**src/rtl/hazard_detect_unit.sv**
```systemverilog
// ID-stage load-use / branch-operand hazard detector with a 1- or 2-cycle stall FSM.
// Optional saturating stall/flush statistics when HAZARD_STATS_EN is defined.
module hazard_detect_unit #(
    parameter int unsigned REG_W   = 5,
    parameter int unsigned CNT_W   = 2,
    parameter int unsigned STATS_W = 16
) (
    input  logic             clk,
    input  logic             reset,
    input  logic [REG_W-1:0] id_rs,
    input  logic [REG_W-1:0] id_rt,
    input  logic             id_uses_rt,
    input  logic             id_branch,
    input  logic             pc_src,
    input  logic             ex_memread,
    input  logic             ex_regwrite,
    input  logic [REG_W-1:0] ex_rd,
    input  logic             mem_memread,
    input  logic [REG_W-1:0] mem_rd,
    output logic             hazard,
    output logic             pc_write,
    output logic             ifid_write,
    output logic             ifid_flush
`ifdef HAZARD_STATS_EN
    ,
    output logic [STATS_W-1:0] stall_cycles,
    output logic [STATS_W-1:0] flush_count
`endif
);

    typedef enum logic [0:0] {StIdle, StStall} state_e;

    state_e           state_q;
    logic [CNT_W-1:0] cnt_q;

    logic ex_match;
    logic mem_match;
    logic need_two;
    logic need_one;

    // $zero is never a real producer, so it cannot create a dependency.
    assign ex_match  = (ex_rd != '0) &&
                       ((ex_rd == id_rs) || (id_uses_rt && (ex_rd == id_rt)));
    assign mem_match = (mem_rd != '0) &&
                       ((mem_rd == id_rs) || (id_uses_rt && (mem_rd == id_rt)));

    assign need_two = id_branch && ex_memread && ex_match;
    assign need_one = (ex_memread && ex_match) ||
                      (id_branch && ex_regwrite && ex_match) ||
                      (id_branch && mem_memread && mem_match);

    always_ff @(posedge clk) begin
        if (reset) begin
            state_q <= StIdle;
            cnt_q   <= '0;
        end else begin
            unique case (state_q)
                StIdle: begin
                    // Single stalls re-evaluate in IDLE; only the load->branch case needs STALL.
                    if (need_two) begin
                        state_q <= StStall;
                        cnt_q   <= CNT_W'(1);
                    end
                end
                StStall: begin
                    cnt_q <= cnt_q - CNT_W'(1);
                    if (cnt_q == CNT_W'(1)) begin
                        state_q <= StIdle;
                    end
                end
                default: begin
                    state_q <= StIdle;
                    cnt_q   <= '0;
                end
            endcase
        end
    end

    always_comb begin
        hazard = 1'b0;
        if (!reset) begin
            hazard = (state_q == StStall) || need_two || need_one;
        end
        pc_write   = !hazard;
        ifid_write = !hazard;
        // A branch held by a stall has not really resolved yet, so it must not flush.
        ifid_flush = !reset && pc_src && !hazard;
    end

`ifdef HAZARD_STATS_EN
    always_ff @(posedge clk) begin
        if (reset) begin
            stall_cycles <= '0;
            flush_count  <= '0;
        end else begin
            if (hazard && (stall_cycles != '1)) begin
                stall_cycles <= stall_cycles + STATS_W'(1);
            end
            if (ifid_flush && (flush_count != '1)) begin
                flush_count <= flush_count + STATS_W'(1);
            end
        end
    end
`else
    // Statistics width only matters when the counters are built.
    if (STATS_W == 0) begin : g_stats_w_unused
    end
`endif

endmodule

```
**config.mk**
```make
export PLATFORM = sky130hd
export DESIGN_NAME = hazard_detect_unit
export DESIGN_NICKNAME = d
export VERILOG_FILES = /design/src/rtl/hazard_detect_unit.sv
export SDC_FILE = /design/constraint.sdc
export NUM_CORES = 1
export LEC_CHECK = 0
export ABC_AREA = 1
export CAP_MARGIN = 20
export CELL_PAD_IN_SITES_DETAIL_PLACEMENT = 0
export CELL_PAD_IN_SITES_GLOBAL_PLACEMENT = 1
export CORE_MARGIN = 10
export CORE_UTILIZATION = 25
export CTS_BUF_LIST = sky130_fd_sc_hd__clkbuf_4
export DETAILED_ROUTE_END_ITERATION = 16
export MAX_ROUTING_LAYER = met4
export PLACE_DENSITY_LB_ADDON = 0.3
export SYNTH_ARGS = -nofsm -noshare
export SYNTH_HDL_FRONTEND = slang
export SYNTH_SLANG_ARGS = --single-unit
```
**constraint.sdc**
```tcl
create_clock -name clk -period 2.09 [get_ports clk]
set_clock_uncertainty 0.15 [all_clocks]
set_input_delay 0.418 -clock clk [delete_from_list [all_inputs] [get_ports clk]]
set_output_delay 0.418 -clock clk [all_outputs]
set_load 0.02 [all_outputs]
```
==> reports/results.ini, run 1 <==
[clock_network]
clkLatencyLatePin_ns = 0.23
root_buffer = clkbuf_4
cts_tree = built
postCtsHoldBufs = 0
cts_buffer_depth = 2
clkTransAtPathRegs_ns = 0.04
h-tree-depth = 1
cts_made_buffers = 3
cts_sinks = 3

[route]
drtIter0Drc = 25
drc = 0
via_per_inst = 4.380
vias = 806
drtPass1Iterations = 4
antenna_left = 0
wl_per_cell_um = 11.59
postRouteWirelength_um = 2132

[critical_path]
r2r_cells = 5
r2r-end = cnt_q[0]$_SDFFE_PP0P_
worstPathRequired_ns = 1.52
critPathSlowestCell = clkdlybuf4s50_1
path_buf_inv = 3
start_kind = input port
critPathKind = input port to output pin
critPathArrivalTime_ns = 1.46
cp_common_cell = nor2_1
max_stage_delay_ns = 0.47
worstSetupEndpointType = output pin
critical_path_peak_fanout = 3
crit_chain = clkdlybuf4s50_1, nand3_1, inv_1, nand2_1, nand2_2, nor2_1, nor2_1, buf_4
r2r_slack_ns = 0.93
timing.rr.start = state_q$_SDFF_PP0_
path_delay_family = buffers and inverters

[logic_synthesis]
yosysTopAreaCell = nand2_1
synth_cell_types = 20
synth_area_um2 = 558.0
yosysSeqAreaShare_pct = 10.76
syn_inst = 111
synth_warnings = 0
synth_area_leaders = nand2_1 (29%), inv_1 (13%), dfxtp_1 (11%)
synth_area_per_cell_um2 = 5.027
synth_top_area_share_pct = 28.92
synth_nets = 140
ys_ff_latch = 3

[floorplanning]
start_util_pct = 25.72
die_y_um = 67.25
dieWidth_um = 67.25
design.core.area_mm2 = 0.002170
rows = 17
dieArea_mm2 = 0.004522
ios = 32

[min_path]
holdPathEnd = cnt_q[1]$_SDFFE_PP0P_
hp-class = register to register
holdPathStages = 2
holdCritStartpoint = cnt_q[1]$_SDFFE_PP0P_

[grt]
grt_max_degree = 5
grt_pass1_wl_um = 3291
grt_overflow = 0
grt_pass1_vias = 761
grt_usage_pct = 9.194
antenna_found_initial = 0

[layout]
areaGrowthSynthToFinish_pct = 108.1
final_area_mm2 = 0.001161
post-route-util_pct = 53.52
final_layout_size_suffix_gt1_share_pct = 58.97
layout.nets = 186
diodes = 0
final_cell_mix = nand2_1 (24), nand2_2 (20), buf_4 (14), buf_6 (13), inv_1 (9)
final_common_cell = nand2_1

[place]
dp_hpwl_um = 1698
post_dp_cell_area_um2 = 963.4
numPortBuffers = 31
place_congestion = 0.7730

[timing]
fmax_mhz = 493.9
finalCritPeriodShare_pct = 96.88
whs_ns = 0.3256
relSlewSlack_pct = 87.19
hold_viol_final = 0
final-setup-viol-count = 0
rsz0062_at_grt = yes
worstMarginPinSlew_ns = 0.1914
maxSlewViolCount = 0
min_period_ns = 2.025

[pwr]
combPwrFrac_pct = 53.8
pwr_density_cell_mw_per_mm2 = 320.8
ir_worst_vdd_mv = 0.3102
leakagePower_nw = 0.6109
p_clk_share_pct = 29.8
p_seq_share_pct = 16.3
p_int_w = 0.0002456
power.switching_w = 0.0001269
p_sw_share_pct = 34.07

[outcome]
status = completed

[flow_run]
maxCapViolations = 0

## synthesized netlist by cell type
| cell | count |
|---|---|
| nand2_1 | 43 |
| inv_1 | 19 |
| nor2_1 | 11 |
| nand3_1 | 8 |
| a21oi_1 | 4 |
| o21ai_0 | 4 |
| dfxtp_1 | 3 |
| nor3_1 | 3 |
| inv_2 | 2 |
| nand2_2 | 2 |
| xnor2_1 | 2 |
| xor2_1 | 2 |
| a21oi_2 | 1 |
| buf_4 | 1 |
| ha_1 | 1 |
| nand2_4 | 1 |
| nand3_2 | 1 |
| nand3b_1 | 1 |
| o211a_1 | 1 |
| o22ai_1 | 1 |
## power groups by stage
stage	clock network (W)	registers [W]	logic (W)
6_report	0.000111	0.0000608	0.000201
5_1_grt	0.000125	0.0000608	0.000219
2_1_floorplan	0	0.0000613	0.0000661
4_1_cts	0.000116	0.0000607	0.000156
3_3_place_gp	0	0.0000615	0.000158
3_5_place_dp	0	0.0000616	0.000159
## timing repair
action / in CTS / in global routing
pin swaps: 15 / 32
buffers inserted: 0 / 2
setup endpoints to repair: 4 / 4
endpoints found under the hold margin: 0 / 0
gates resized for setup: 107 / 82
gates cloned: 0 / 0
## how the worst max path moves through the flow
stage	slack [ns]	to	depth (start not counted)	start
after global routing	-0.02	hazard	12	id_rs[0]
final	0.07	hazard	8	mem_memread
after global placement	-0.81	hazard	12	ex_rd[1]
after CTS	-0.01	hazard	11	mem_rd[0]
after detailed placement	-0.81	hazard	12	ex_rd[0]
after floorplan	0.02	pc_write	10	ex_rd[0]
## per-stage QoR
stage,total power (W),setup slack (ns),std cells,setup TNS [ns]
floorplan,0.0001274,0.01574,111,0
global placement,0.0002197,-0.8066,178,-3.134
detailed placement,0.0002207,-0.8098,178,-3.192
CTS,0.0003327,-0.009538,182,-0.009538
global route,0.0004044,-0.02089,184,-0.02993
finish,0.0003724,0.06523,184,0
## logic make-up after synthesis
kind of cell    after synthesis  synth area share (%)
flops                         3                 10.76
simple gates                 70                 53.59
compound gates               11                 11.66
buf+inv                      22                 15.47
xor+xnor                      4                 6.279
fa+ha+maj                     1                 2.242
## metal layers
metal | global-route usage (%) | vias up | share of wire [%]
li1 | - | 430 | -
met1 | 11.34 | 356 | 41
met2 | 14.81 | 18 | 54
met3 | 1.488 | 2 | 3.9
met4 | 3.077 | 0 | 0.94
met5 | - | - | 0
## worst register-to-register path: stages, from the launching register on
cell,delay [ns]
dfxtp_1,0.33
inv_1,0.12
nand2_4,0.08
buf_4,0.14
o21ai_0,0.17
inv_1,0.05
## layout make-up
type / count / area, um2
Fill cell: 229 / 1008
Multi-Input combinational cell: 86 / 564.3
Timing Repair Buffer: 42 / 380.4
Inverter: 21 / 91.34
Sequential cell: 3 / 60.06
Tap cell: 28 / 35.03
Clock buffer: 4 / 30.03
## state kept, by name, indices dropped and copies added (netlist names)
| signal | count |
|---|---|
| cnt_q | 2 |
| state_q | 1 |
(Power assumes the default switching activity.)
==> run 2, diff against run 1 <==
CTS_BUF_LIST = sky130_fd_sc_hd__clkbuf_2 sky130_fd_sc_hd__clkbuf_4 sky130_fd_sc_hd__clkbuf_8   (was sky130_fd_sc_hd__clkbuf_4)
==> results of run 2 <==
The final DEF is identical to that of run 1; final timing and power are the same.
==> run 3, diff against run 2 <==
CORE_MARGIN = default   (was 10)
==> run 3 against run 2 <==
  * The run now ends with setup timing left
  * Via count grew 1.5%
  * Die area shrank 46%
  * Final cell count grew 1.6%
  * Sequential power is essentially flat
  * Largest power group unchanged
==> reports/results.ini, run 3 (synthesis results as in run 1) <==
[critical_path]
start_kind = input port
r2r-end = cnt_q[0]$_SDFFE_PP0P_
worstSetupEndpointType = output pin
max_stage_delay_ns = 0.40  ; -0.07 ns
crit_chain = clkdlybuf4s50_1, nand3_1, inv_1, nand2_1, nand2_2, buf_6, nor3_2, buf_4
critPathArrivalTime_ns = 1.60  ; +0.14 ns
worstPathRequired_ns = 1.52  ; about the same
r2r_slack_ns = 0.84  ; -0.09 ns
r2r_cells = 6  ; +1
critPathSlowestCell = clkdlybuf4s50_1
timing.rr.start = state_q$_SDFF_PP0_
critical_path_peak_fanout = 3  ; unchanged
critPathKind = input port to output pin

[floorplanning]
die_y_um = 49.25  ; -27%
dieArea_mm2 = 0.002425  ; -46%
start_util_pct = 27.60  ; +1.9 points
ios = 32  ; unchanged
rows = 16  ; -1
design.core.area_mm2 = 0.002022  ; -6.8%
dieWidth_um = 49.25  ; -27%

[timing]
relSlewSlack_pct = 88.45  ; +1.3 points
worstMarginPinSlew_ns = 0.1733  ; -0.01817 ns
maxSlewViolCount = 0  ; unchanged
whs_ns = 0.3281  ; +0.002425 ns
fmax_mhz = 461.0  ; -6.6%
final-setup-viol-count = 2  ; +2
finalWorstSetupSlack_ns = -0.07897  ; -0.1442 ns
hold_viol_final = 0  ; unchanged
rsz0062_at_grt = yes
finalCritPeriodShare_pct = 103.8  ; +6.9 points
min_period_ns = 2.169  ; +0.1442 ns

[place]
numPortBuffers = 31  ; unchanged
dp_cells = 178  ; unchanged
dp_hpwl_um = 1436  ; -15%
place_congestion = 0.7629  ; -1.3%

[clock_network]
h-tree-depth = 1  ; unchanged
cts_made_buffers = 3  ; unchanged
clkLatencyLatePin_ns = 0.24  ; about the same
cts_tree = built
root_buffer = clkbuf_4
cts_sinks = 3  ; unchanged
cts_buffer_depth = 2  ; unchanged
clkTransAtPathRegs_ns = 0.04  ; about the same

[route]
drc = 0  ; unchanged
antenna_left = 0  ; unchanged
drtIter0Drc = 8  ; -68%
postRouteWirelength_um = 1944  ; -8.8%
drtPass1Iterations = 4  ; unchanged
wl_per_cell_um = 10.40  ; -10%
via_per_inst = 4.374  ; -0.14%
vias = 818  ; +1.5%

[grt]
antenna_found_initial = 0  ; unchanged
grt_pass1_vias = 754  ; -0.92%
busiest_layer = met2
grt_pass1_wl_um = 2980  ; -9.5%
grt_overflow = 0  ; unchanged
use_met3_pct = 3.115  ; +1.6 points
grt_max_degree = 5  ; unchanged
use_met2_pct = 28.08  ; +13 points
met1_usage_pct = 18.60  ; +7.3 points
grt_usage_pct = 16.33  ; +7.1 points

[min_path]
hp-class = register to register
holdPathEnd = cnt_q[1]$_SDFFE_PP0P_
holdPathStages = 2  ; unchanged
holdCritStartpoint = cnt_q[1]$_SDFFE_PP0P_

[pwr]
total_power_w = 0.0003549  ; -4.7%
pwr_density_cell_mw_per_mm2 = 334.5  ; +4.3%
ir_worst_vdd_mv = 0.1966  ; -37%
combPwrFrac_pct = 50.0  ; -3.8 points
p_int_w = 0.0002344  ; -4.6%
p_seq_share_pct = 17.1  ; +0.8 points
leakagePower_nw = 0.6000  ; -1.8%
p_sw_share_pct = 33.96  ; -0.11 points
p_clk_share_pct = 32.9  ; +3.1 points
power.switching_w = 0.0001205  ; -5.0%

[flow_run]
maxCapViolations = 0  ; unchanged

[layout]
top_regs = cnt_q: 2 flops, state_q: 1 flops
layout.nets = 190  ; +2.2%
areaGrowthSynthToFinish_pct = 90.14
largest-register = cnt_q
final_common_cell = nand2_1
largest_register_ffs = 2  ; unchanged
diodes = 0  ; unchanged
final_layout_size_suffix_gt1_share_pct = 49.38  ; -9.6 points
post-route-util_pct = 52.48  ; -1.0 points
stdcell_count = 187  ; +1.6%
final_cell_mix = nand2_1 (38), buf_4 (16), inv_2 (10)

[outcome]
violations = setup timing
status = finished, violations left

[run 3: cell count changes in the layout (fill, tap and decap cells not counted), sizes merged]
| cell | previous run | this run |
|---|---|---|
| buf | 33 | 35 |
| clkbuf | 7 | 8 |
| clkdlybuf4s15 | 0 | 1 |
| dlygate4sd2 | 1 | 2 |
| dlymetal6s2s | 2 | 1 |
[run 3: worst max path at each step]
stage,slack [ns],endpoint,start,depth (start not counted)
after floorplan,0.02,pc_write,ex_rd[0],10
after global placement,-0.84,hazard,id_rs[1],12
after detailed placement,-0.85,hazard,id_rs[1],12
after CTS,-0.004,hazard,ex_memread,8
after global routing,-0.16,ifid_flush,ex_rd[0],12
final,-0.08,ifid_flush,mem_memread,8
[run 3: cell type report]
| class | instances | area, um2 |
|---|---|---|
| sequential | 3 | 60.06 |
| tap | 27 | 33.78 |
| fill | 226 | 960.9 |
| timing repair buffer | 46 | 371.6 |
| clock buffer | 4 | 30.03 |
| inverter | 21 | 83.83 |
| multi-input combinational | 86 | 481.7 |
[run 3: critical path, delay by kind of cell]
kind                   cells  cell delay, ns
AND/OR/NAND/NOR            4            0.44
buffers and inverters      4            0.74
[run 3: per-stage QoR]
stage	TNS (ns)	setup WS [ns]	instance area, um2
floorplan	0	0.01574	558.0
global placement	-3.239	-0.8365	969.7
detailed placement	-3.176	-0.8540	969.7
CTS	-0.003562	-0.003562	1018
global route	-0.3221	-0.1568	1061
finish	-0.08333	-0.07897	1061
[run 3: what timing repair did]
item	in CTS	in global routing
endpoints found under the hold margin	0	0
cloned	0	0
gates resized for setup	110	39
endpoints found under the setup margin	4	4
buffers inserted	3	2
pin swaps	18	21
hold buffers	0	0
[run 3: power by group through the flow]
| stage | Combinational, W | Sequential, W | Clock (W) |
|---|---|---|---|
| floorplan | 0.0000661 | 0.0000613 | 0 |
| global placement | 0.000160 | 0.0000615 | 0 |
| detailed placement | 0.000161 | 0.0000617 | 0 |
| CTS | 0.000161 | 0.0000607 | 0.000121 |
| global route | 0.000195 | 0.0000609 | 0.000126 |
| finish | 0.000178 | 0.0000607 | 0.000117 |
[run 3: metal layers]
metal | vias to the layer above | share of wire [%] | wire, um
met3 | 2 | 3.8 | 73
met4 | 0 | 0.67 | 13
met1 | 357 | 45 | 871
li1 | 440 | - | -
met5 | - | 0 | 0
met2 | 19 | 51 | 986
